===== config.mk =====
export PLATFORM = sky130hd
export DESIGN_NAME = adc_sampler_flat
export DESIGN_NICKNAME = d
export VERILOG_FILES = /design/src/rtl/adc_sampler_pkg.sv /design/src/rtl/adc_sampler_if.sv /design/src/rtl/adc_tick_gen.sv /design/src/rtl/adc_sampler.sv /design/src/flat_wrapper.sv
export SDC_FILE = /design/constraint.sdc
export NUM_CORES = 1
export LEC_CHECK = 0
export CAP_MARGIN = 10
export CELL_PAD_IN_SITES_DETAIL_PLACEMENT = 1
export CELL_PAD_IN_SITES_GLOBAL_PLACEMENT = 2
export CORE_MARGIN = 3
export CORE_UTILIZATION = 42
export DETAILED_ROUTE_END_ITERATION = 8
export DONT_BUFFER_PORTS = 1
export GPL_TIMING_DRIVEN = 0
export PLACE_DENSITY_LB_ADDON = 0.12
export SYNTH_ARGS = -nofsm -noshare
export SYNTH_HDL_FRONTEND = slang
export SYNTH_HIERARCHICAL = 1
export SYNTH_SLANG_ARGS = --single-unit

===== constraint.sdc =====
create_clock -name CLK -period 3.2 [get_ports CLK]
set_clock_uncertainty 0.15 [all_clocks]
set_input_delay 0.8 -clock CLK [delete_from_list [all_inputs] [get_ports CLK]]
set_output_delay 0.8 -clock CLK [all_outputs]
set_load 0.03 [all_outputs]

===== src/rtl/adc_sampler_pkg.sv =====
// Shared types and constants for the LTC2308-style ADC sampler.
// Holds FSM states, sample width, meter-zero code and config bit layout.
package adc_sampler_pkg;

    localparam int SMP_W = 12;

    localparam logic [SMP_W-1:0] MIDSCALE = 12'h800;

    localparam int CFG_SD  = 11;
    localparam int CFG_OS  = 10;
    localparam int CFG_S1  = 9;
    localparam int CFG_S0  = 8;
    localparam int CFG_UNI = 7;
    localparam int CFG_SLP = 6;

    typedef enum logic [1:0] {
        ST_IDLE,
        ST_CONV,
        ST_SHIFT,
        ST_PUBLISH
    } state_t;

    // Single-ended, unipolar, awake; trailing bits stay zero.
    function automatic logic [SMP_W-1:0] cfg_word(
        input logic [2:0] ch
    );
        logic [SMP_W-1:0] w;
        w          = '0;
        w[CFG_SD]  = 1'b1;
        w[CFG_OS]  = ch[0];
        w[CFG_S1]  = ch[2];
        w[CFG_S0]  = ch[1];
        w[CFG_UNI] = 1'b1;
        w[CFG_SLP] = 1'b0;
        return w;
    endfunction

endpackage


===== src/rtl/adc_sampler_if.sv =====
// Serial link between the sampler (master) and the ADC (slave).
// Signal names mirror the ADC pins.
interface adc_if;

    logic CONVST;
    logic SCK;
    logic SDI;
    logic SDO;

    modport master (
        output CONVST,
        output SCK,
        output SDI,
        input  SDO
    );

    modport slave (
        input  CONVST,
        input  SCK,
        input  SDI,
        output SDO
    );

endinterface


===== src/rtl/adc_tick_gen.sv =====
// Free-running sample tick: counts 0..SAMPLE_PERIOD-1 and wraps.
// TICK is high during the terminal count cycle.
module adc_tick_gen #(
    parameter int SAMPLE_PERIOD = 1042
) (
    input  logic CLK,
    input  logic RESET_n,
    output logic TICK
);

    localparam int CW =
        (SAMPLE_PERIOD > 1) ? $clog2(SAMPLE_PERIOD) : 1;
    localparam logic [CW-1:0] LAST = CW'(SAMPLE_PERIOD - 1);

    logic [CW-1:0] r_cnt;

    always_ff @(posedge CLK or negedge RESET_n) begin
        if (!RESET_n) begin
            r_cnt <= '0;
        end else if (r_cnt == LAST) begin
            r_cnt <= '0;
        end else begin
            r_cnt <= r_cnt + 1'b1;
        end
    end

    assign TICK = (r_cnt == LAST);

endmodule


===== src/rtl/adc_sampler.sv =====
// Periodic ADC frame engine: CONVST, 12-bit SPI shift, then publish.
// Ticks that land while a frame is in flight are dropped with OVERRUN.
module adc_sampler
    import adc_sampler_pkg::*;
#(
    parameter int SAMPLE_PERIOD = 1042,
    parameter int CONV_CYCLES   = 80,
    parameter int CLK_DIV       = 2,
    parameter int TR_WIDTH      = 4
) (
    input  logic             CLK,
    input  logic             RESET_n,
    input  logic             ENABLE,
    input  logic [2:0]       CH_SEL,
    adc_if.master            ADC,
    output logic [SMP_W-1:0] VALUE,
    output logic             SAMPLE_TR,
    output logic             OVERRUN
);

    localparam logic [15:0] CONV_LAST   = 16'(CONV_CYCLES - 1);
    localparam logic [15:0] CONVST_LAST = 16'd1;
    localparam logic [15:0] DIV_HALF    = 16'(CLK_DIV);
    localparam logic [15:0] DIV_LAST    = 16'(2 * CLK_DIV - 1);
    localparam logic [15:0] PUB_LAST    = 16'(TR_WIDTH);
    localparam logic [3:0]  BIT_LAST    = 4'(SMP_W - 1);

    state_t           r_state;
    logic [15:0]      r_cnt;
    logic [15:0]      r_div;
    logic [3:0]       r_bit;
    logic [SMP_W-1:0] r_cfg;
    logic [SMP_W-1:0] r_shift;
    logic [SMP_W-1:0] r_value;
    logic             r_convst;
    logic             r_sck;
    logic             r_sdi;
    logic             r_tr;
    logic             r_ovr;

    logic             w_tick;
    logic             w_rise;
    logic [SMP_W-1:0] w_shift_nxt;

    adc_tick_gen #(
        .SAMPLE_PERIOD (SAMPLE_PERIOD)
    ) u_tick (
        .CLK     (CLK),
        .RESET_n (RESET_n),
        .TICK    (w_tick)
    );

    // SCK is high in this cycle for the first time: take SDO now.
    assign w_rise = (r_state == ST_SHIFT) && (r_div == DIV_HALF);
    assign w_shift_nxt = w_rise ?
        {r_shift[SMP_W-2:0], ADC.SDO} : r_shift;

    always_ff @(posedge CLK or negedge RESET_n) begin
        if (!RESET_n) begin
            r_state  <= ST_IDLE;
            r_cnt    <= '0;
            r_div    <= '0;
            r_bit    <= '0;
            r_cfg    <= '0;
            r_shift  <= '0;
            r_value  <= MIDSCALE;
            r_convst <= 1'b0;
            r_sck    <= 1'b0;
            r_sdi    <= 1'b0;
            r_tr     <= 1'b0;
            r_ovr    <= 1'b0;
        end else begin
            r_ovr   <= w_tick && (r_state != ST_IDLE);
            r_shift <= w_shift_nxt;
            unique case (r_state)
                ST_IDLE: begin
                    if (w_tick && ENABLE) begin
                        r_state  <= ST_CONV;
                        r_cnt    <= '0;
                        r_convst <= 1'b1;
                        r_cfg    <= cfg_word(CH_SEL);
                    end
                end
                ST_CONV: begin
                    r_cnt <= r_cnt + 16'd1;
                    if (r_cnt >= CONVST_LAST) begin
                        r_convst <= 1'b0;
                    end
                    if (r_cnt == CONV_LAST) begin
                        r_state <= ST_SHIFT;
                        r_div   <= '0;
                        r_bit   <= '0;
                        r_sdi   <= r_cfg[SMP_W-1];
                        r_cfg   <= {r_cfg[SMP_W-2:0], 1'b0};
                    end
                end
                ST_SHIFT: begin
                    if (r_div == DIV_LAST) begin
                        r_div <= '0;
                        r_sck <= 1'b0;
                        if (r_bit == BIT_LAST) begin
                            r_state <= ST_PUBLISH;
                            r_cnt   <= '0;
                            r_sdi   <= 1'b0;
                            r_value <= w_shift_nxt;
                        end else begin
                            r_bit <= r_bit + 4'd1;
                            r_sdi <= r_cfg[SMP_W-1];
                            r_cfg <= {r_cfg[SMP_W-2:0], 1'b0};
                        end
                    end else begin
                        r_div <= r_div + 16'd1;
                        r_sck <= (r_div + 16'd1) >= DIV_HALF;
                    end
                end
                ST_PUBLISH: begin
                    r_cnt <= r_cnt + 16'd1;
                    if (r_cnt == '0) begin
                        r_tr <= 1'b1;
                    end
                    if (r_cnt == PUB_LAST) begin
                        r_tr    <= 1'b0;
                        r_state <= ST_IDLE;
                    end
                end
                default: r_state <= ST_IDLE;
            endcase
        end
    end

    assign ADC.CONVST = r_convst;
    assign ADC.SCK    = r_sck;
    assign ADC.SDI    = r_sdi;
    assign VALUE      = r_value;
    assign SAMPLE_TR  = r_tr;
    assign OVERRUN    = r_ovr;

endmodule

===== src/flat_wrapper.sv =====
// flat-port wrapper written by rule: the top's interface ports become plain ports
module adc_sampler_flat import adc_sampler_pkg::*;
#(
    parameter int SAMPLE_PERIOD = 1042,
    parameter int CONV_CYCLES   = 80,
    parameter int CLK_DIV       = 2,
    parameter int TR_WIDTH      = 4
)
  (CLK, RESET_n, ENABLE, CH_SEL, VALUE, SAMPLE_TR, OVERRUN, ADC_CONVST, ADC_SCK, ADC_SDI, ADC_SDO);
  adc_if ADC_i ();
  input  logic CLK;
  input  logic RESET_n;
  input  logic ENABLE;
  input  logic [2:0] CH_SEL;
  output logic [SMP_W-1:0] VALUE;
  output logic SAMPLE_TR;
  output logic OVERRUN;
  output wire logic [$bits(ADC_i.CONVST)-1:0] ADC_CONVST;
  output wire logic [$bits(ADC_i.SCK)-1:0] ADC_SCK;
  output wire logic [$bits(ADC_i.SDI)-1:0] ADC_SDI;
  input wire logic [$bits(ADC_i.SDO)-1:0] ADC_SDO;
  assign ADC_CONVST = ADC_i.CONVST;
  assign ADC_SCK = ADC_i.SCK;
  assign ADC_SDI = ADC_i.SDI;
  assign ADC_i.SDO = ADC_SDO;
  adc_sampler #(.SAMPLE_PERIOD(SAMPLE_PERIOD), .CONV_CYCLES(CONV_CYCLES), .CLK_DIV(CLK_DIV), .TR_WIDTH(TR_WIDTH)) u_core (.CLK(CLK), .RESET_n(RESET_n), .ENABLE(ENABLE), .CH_SEL(CH_SEL), .ADC(ADC_i), .VALUE(VALUE), .SAMPLE_TR(SAMPLE_TR), .OVERRUN(OVERRUN));
endmodule

==> metrics.md, run 1 <==
| Metric | Value |
|---|---|
| R2r endpoint | u_core/r_cnt[12]$_DFFE_PN0P_ |
| Final instance area | around 5000 sq um |
| Largest family of logic cells by synthesized area | simple AND/OR/NAND/NOR gates |
| Inst Count DP | 583 |
| Initial Util | between 40% and 50% |
| Share of the yosys chip area belonging to registers | a little under half |
| DR vias/cell | 5.87 |
| Ys Warns | 6 |
| Crit path capture type | flip-flop |
| First-pass GRT wire length | between 15 and 20 mm |
| Number of I/O port buffers | 0 |
| Required time at the worst-slack endpoint | about 3.3 ns |
| I/O pin cnt | 24 |
| Simple-gate portion of the synthesized area | around 18% |
| N_diodes | 0 |
| Max cap viols | 0 |
| Hold WC Path Type | in -> async |
| FMAX | between 300 and 400 MHz |
| RePlAce Congestion | about 0.76 |
| Fraction of registers with async set/reset | 100% |
| Final TNS setup | 0 ns |
| DP Wirelength | 7.56 mm |
| CTS clk-pin slew, worst paths | 0.09 ns |
| Unrepaired setup endpoints after global routing | false |
| WS Path Type | reg -> reg |
| Initial antenna violation count | 0 |
| DRC viols | 0 |
| R2r setup slk | between 0.2 and 0.3 ns |
| Synth cell types | between 50 and 60 |
| Fin nets | ~480 |
| Initial drt markers | approximately 150 |
| CTS tree | yes |
| Post-synthesis mux area share | a little under a tenth |
| Total leakage power | around 2.2 nW |
| Die area | between 10,000 and 15,000 sq um |
| Slew margin rel. | between 40% and 50% |
| Adder-cell share of the synthesized area | 3.62% |
| Routed Wire Length | approximately 11 mm |
| Reg2Reg Depth | 9 |
| Dpl cell area | around 4700 sq um |
| Power per cell area | ~380 nW/um^2 |
| Final cell count without fillers | around 600 |
| Sink Count | 83 |
| Worst path arrival time | 3.07 ns |
| Final period util | around nine tenths |
| Die width | between 100 and 150 um |
| Deepest clock path buffer count | 2 |
| Core ar. | approximately 10,000 sq um |
| Post-synth EDFFs | 0 |
| Worst vdd ir | about 0.00027 V |
| Slew @ Worst Pin | slightly below 0.9 ns |
| CP Capture Point | u_core/r_cnt[12]$_DFFE_PN0P_ |
| Root buf cell | clkbuf_8 |
| Worst Setup SP | u_core/u_tick/r_cnt[6]$_DFF_PN0_ |
| Number of global-route vias before repair | about 3.6k |
| Row cnt | 37 |
| Hold Vio Cnt, Final | 0 |
| Syn Area/Cell | 10.0 sq um |
| Drt wl/cell | ~19 um |
| Endpoints failing setup | 0 |
| H-Tree Depth | 3 |
| CP max FO | 10 |
| Status | finished clean |
| Synthesized cell area | about 4500 sq um |
| Via Count | 3,518 |
| CTS Buf Count | 9 |
| Post-synthesis xor/xnor area fraction | 1.95% |
| Final min period | ~3 ns |
| Area Overhead vs Synth | 9.37% |
| FF-to-FF Start | u_core/u_tick/r_cnt[6]$_DFF_PN0_ |
| Startpoint types | flip-flop |
| Max Transition Viols Final | 0 |
| Synth Area in Compound Gates | ~16% |
| Clock latency at the later pin of the worst-skew pair | between 0.3 and 0.4 ns |
| Number of routed nets with antenna violations | 0 |
| Overflow after GRT | 0 |
| Total power | between 1.5 and 2 mW |
| Flops & latches, synth | 83 |
| Largest net degree at the start of global routing | 83 |
| Post-Synthesis Cells | around 450 |
| Post-synth top flop | dfrtp_1 |
| Layout cells sized above 1 | approximately 17% |
| DR pass1 iterations | 4 |
| Syn Nets | about 470 |
| Tot GR Track Use | 19.7% |
| Die height | 109 um |
power by group:
part,switching (mW),internal [mW]
registers,0,1.05
clock network,0.415,0.369
logic,0.0206,0.00500
per-layer routing:
layer  routed length, um  global-route usage, %  part of all wire, %
met2                5070                   30.6                   46
met1                5520                   27.5                   50
met5                   0                      0                    0
met3                 363                   4.46                  3.3
met4                 131                   5.52                  1.2
worst min path at each step:
| stage | from | endpoint | cells after the start |
|---|---|---|---|
| final | RESET_n | u_core/VALUE[11]$_DFFE_PN1P_ | 0 |
| after global routing | RESET_n | u_core/VALUE[11]$_DFFE_PN1P_ | 0 |
| after CTS | RESET_n | u_core/VALUE[11]$_DFFE_PN1P_ | 0 |
| after detailed placement | u_core/r_shift[11]$_DFF_PN0_ | u_core/r_shift[11]$_DFF_PN0_ | 1 |
| after global placement | u_core/r_shift[11]$_DFF_PN0_ | u_core/r_shift[11]$_DFF_PN0_ | 1 |
| after floorplan | u_core/r_cnt[15]$_DFFE_PN0P_ | u_core/r_cnt[15]$_DFFE_PN0P_ | 1 |
cells in the mapped netlist, drive strengths merged, types with 2 or more instances:
| library cell | count | area (sq um) |
|---|---|---|
| dfrtp | 82 | 2050 |
| mux2 | 35 | 394 |
| nand3 | 31 | 155 |
| nor2 | 31 | 116 |
| o31ai | 26 | 195 |
| nand2 | 22 | 82.6 |
| a31oi | 20 | 125 |
| clkbuf | 19 | 72.6 |
| o21ai | 18 | 90.1 |
| inv | 17 | 63.8 |
| a21oi | 14 | 73.8 |
| buf | 13 | 76.3 |
| ha | 13 | 163 |
| nand4 | 11 | 75.1 |
| nor3 | 10 | 50.1 |
| and3 | 9 | 56.3 |
| nor4 | 8 | 56.3 |
| nand2b | 6 | 37.5 |
| xnor2 | 5 | 43.8 |
| xor2 | 5 | 43.8 |
| or3 | 4 | 25.0 |
| or4 | 4 | 45.0 |
| a21boi | 3 | 22.5 |
| a22o | 3 | 26.3 |
| and4 | 3 | 26.3 |
| mux2i | 3 | 30.0 |
| nor2b | 3 | 18.8 |
| nor3b | 3 | 22.5 |
| o41ai | 3 | 33.8 |
| a211o | 2 | 17.5 |
| a41oi | 2 | 17.5 |
| nor4b | 2 | 17.5 |
| or3b | 2 | 17.5 |
layout by cell type, fill, tap and decap left out, drive strengths merged, types with 4 or more instances in the layout:
cell type  instances
a21oi             14
a31oi             20
and3               9
buf               14
clkbuf            28
dfrtp             82
ha                13
inv               19
mux2              35
nand2             22
nand2b             6
nand3             31
nand4             11
nor2              31
nor3              10
nor4               8
o21ai             18
o31ai             26
or3                4
or4                4
xnor2              5
xor2               5
final cells by class:
class	count	area (sq um)
inverter	17	63.8
timing repair buffer	1	27.5
fill	1212	5460
clock buffer	10	128
tap	136	170
multi-input combinational	315	2220
buffer	31	145
clock inverter	6	72.6
sequential	83	2080
sequential cells by signal, summed over array words and instances, names as in the netlist:
name / flops
u_core/ADC.CONVST: 1
u_core/ADC.SCK: 1
u_core/ADC.SDI: 1
u_core/OVERRUN: 1
u_core/SAMPLE_TR: 1
u_core/VALUE: 12
u_core/r_bit: 4
u_core/r_cfg: 5
u_core/r_cnt: 16
u_core/r_div: 16
u_core/r_shift: 12
u_core/r_state: 2
u_core/u_tick/r_cnt: 11
cells by family after synthesis:
kind of cell | count (synthesis)
AOI/OAI and AO/OA | 102
adders and majority gates | 13
muxes | 38
buffers and inverters | 49
and+or+nand+nor | 152
xor gates and xnor gates | 10
DFF | 83
stage by stage:
stage	setup WS, ns	hold slack, ns	utilization, %
2_1_floorplan	0.465	0.306	-
3_3_place_gp	-0.0601	0.326	44.9
3_5_place_dp	-0.154	0.338	44.9
4_1_cts	0.0637	0.0837	47.1
5_1_grt	0.0374	0.0753	47.3
6_report	0.262	0.107	47.3
critical path, stage by stage (launching register included):
cell      delay, ns
dfrtp_1        0.45
nor4b_2        0.33
and4_1         0.21
buf_2          0.20
a21boi_0       0.18
or2_4          0.34
or3_1          0.37
buf_2          0.16
buf_2          0.20
o31ai_1        0.24
timing repair:
item                                    4_1_cts  5_1_grt
gates resized for setup                       1        4
buffers inserted                              0        0
hold endpoints to repair                     82        0
endpoints found under the setup margin       10       18
hold buffers                                  1        0
(Power assumes the default switching activity.)
==> run 2: changes to the inputs <==
--- a/config.mk
+++ b/config.mk
@@ -10,6 +10,7 @@
 export CELL_PAD_IN_SITES_GLOBAL_PLACEMENT = 2
 export CORE_MARGIN = 3
 export CORE_UTILIZATION = 42
+export CTS_CLUSTER_SIZE = 12
 export DETAILED_ROUTE_END_ITERATION = 8
 export DONT_BUFFER_PORTS = 1
 export GPL_TIMING_DRIVEN = 0
==> constraint.sdc (replaced) <==
create_clock -name CLK -period 3.2 [get_ports CLK]
set_clock_uncertainty 0.15 [all_clocks]
set_input_delay 0.8 -clock CLK [delete_from_list [all_inputs] [get_ports CLK]]
set_output_delay 0.8 -clock CLK [all_outputs]
set_load 0.01 [all_outputs]
==> results of run 2 <==
No change in the layout: final DEF, timing and power equal those of run 1.
==> run 3: changes to the inputs <==
--- a/config.mk
+++ b/config.mk
@@ -15,6 +15,7 @@
 export DONT_BUFFER_PORTS = 1
 export GPL_TIMING_DRIVEN = 0
 export PLACE_DENSITY_LB_ADDON = 0.12
+export SLEW_MARGIN = 20
 export SYNTH_ARGS = -nofsm -noshare
 export SYNTH_HDL_FRONTEND = slang
 export SYNTH_HIERARCHICAL = 1
==> results of run 3 <==
No change in the layout: final DEF, timing and power equal those of run 1.
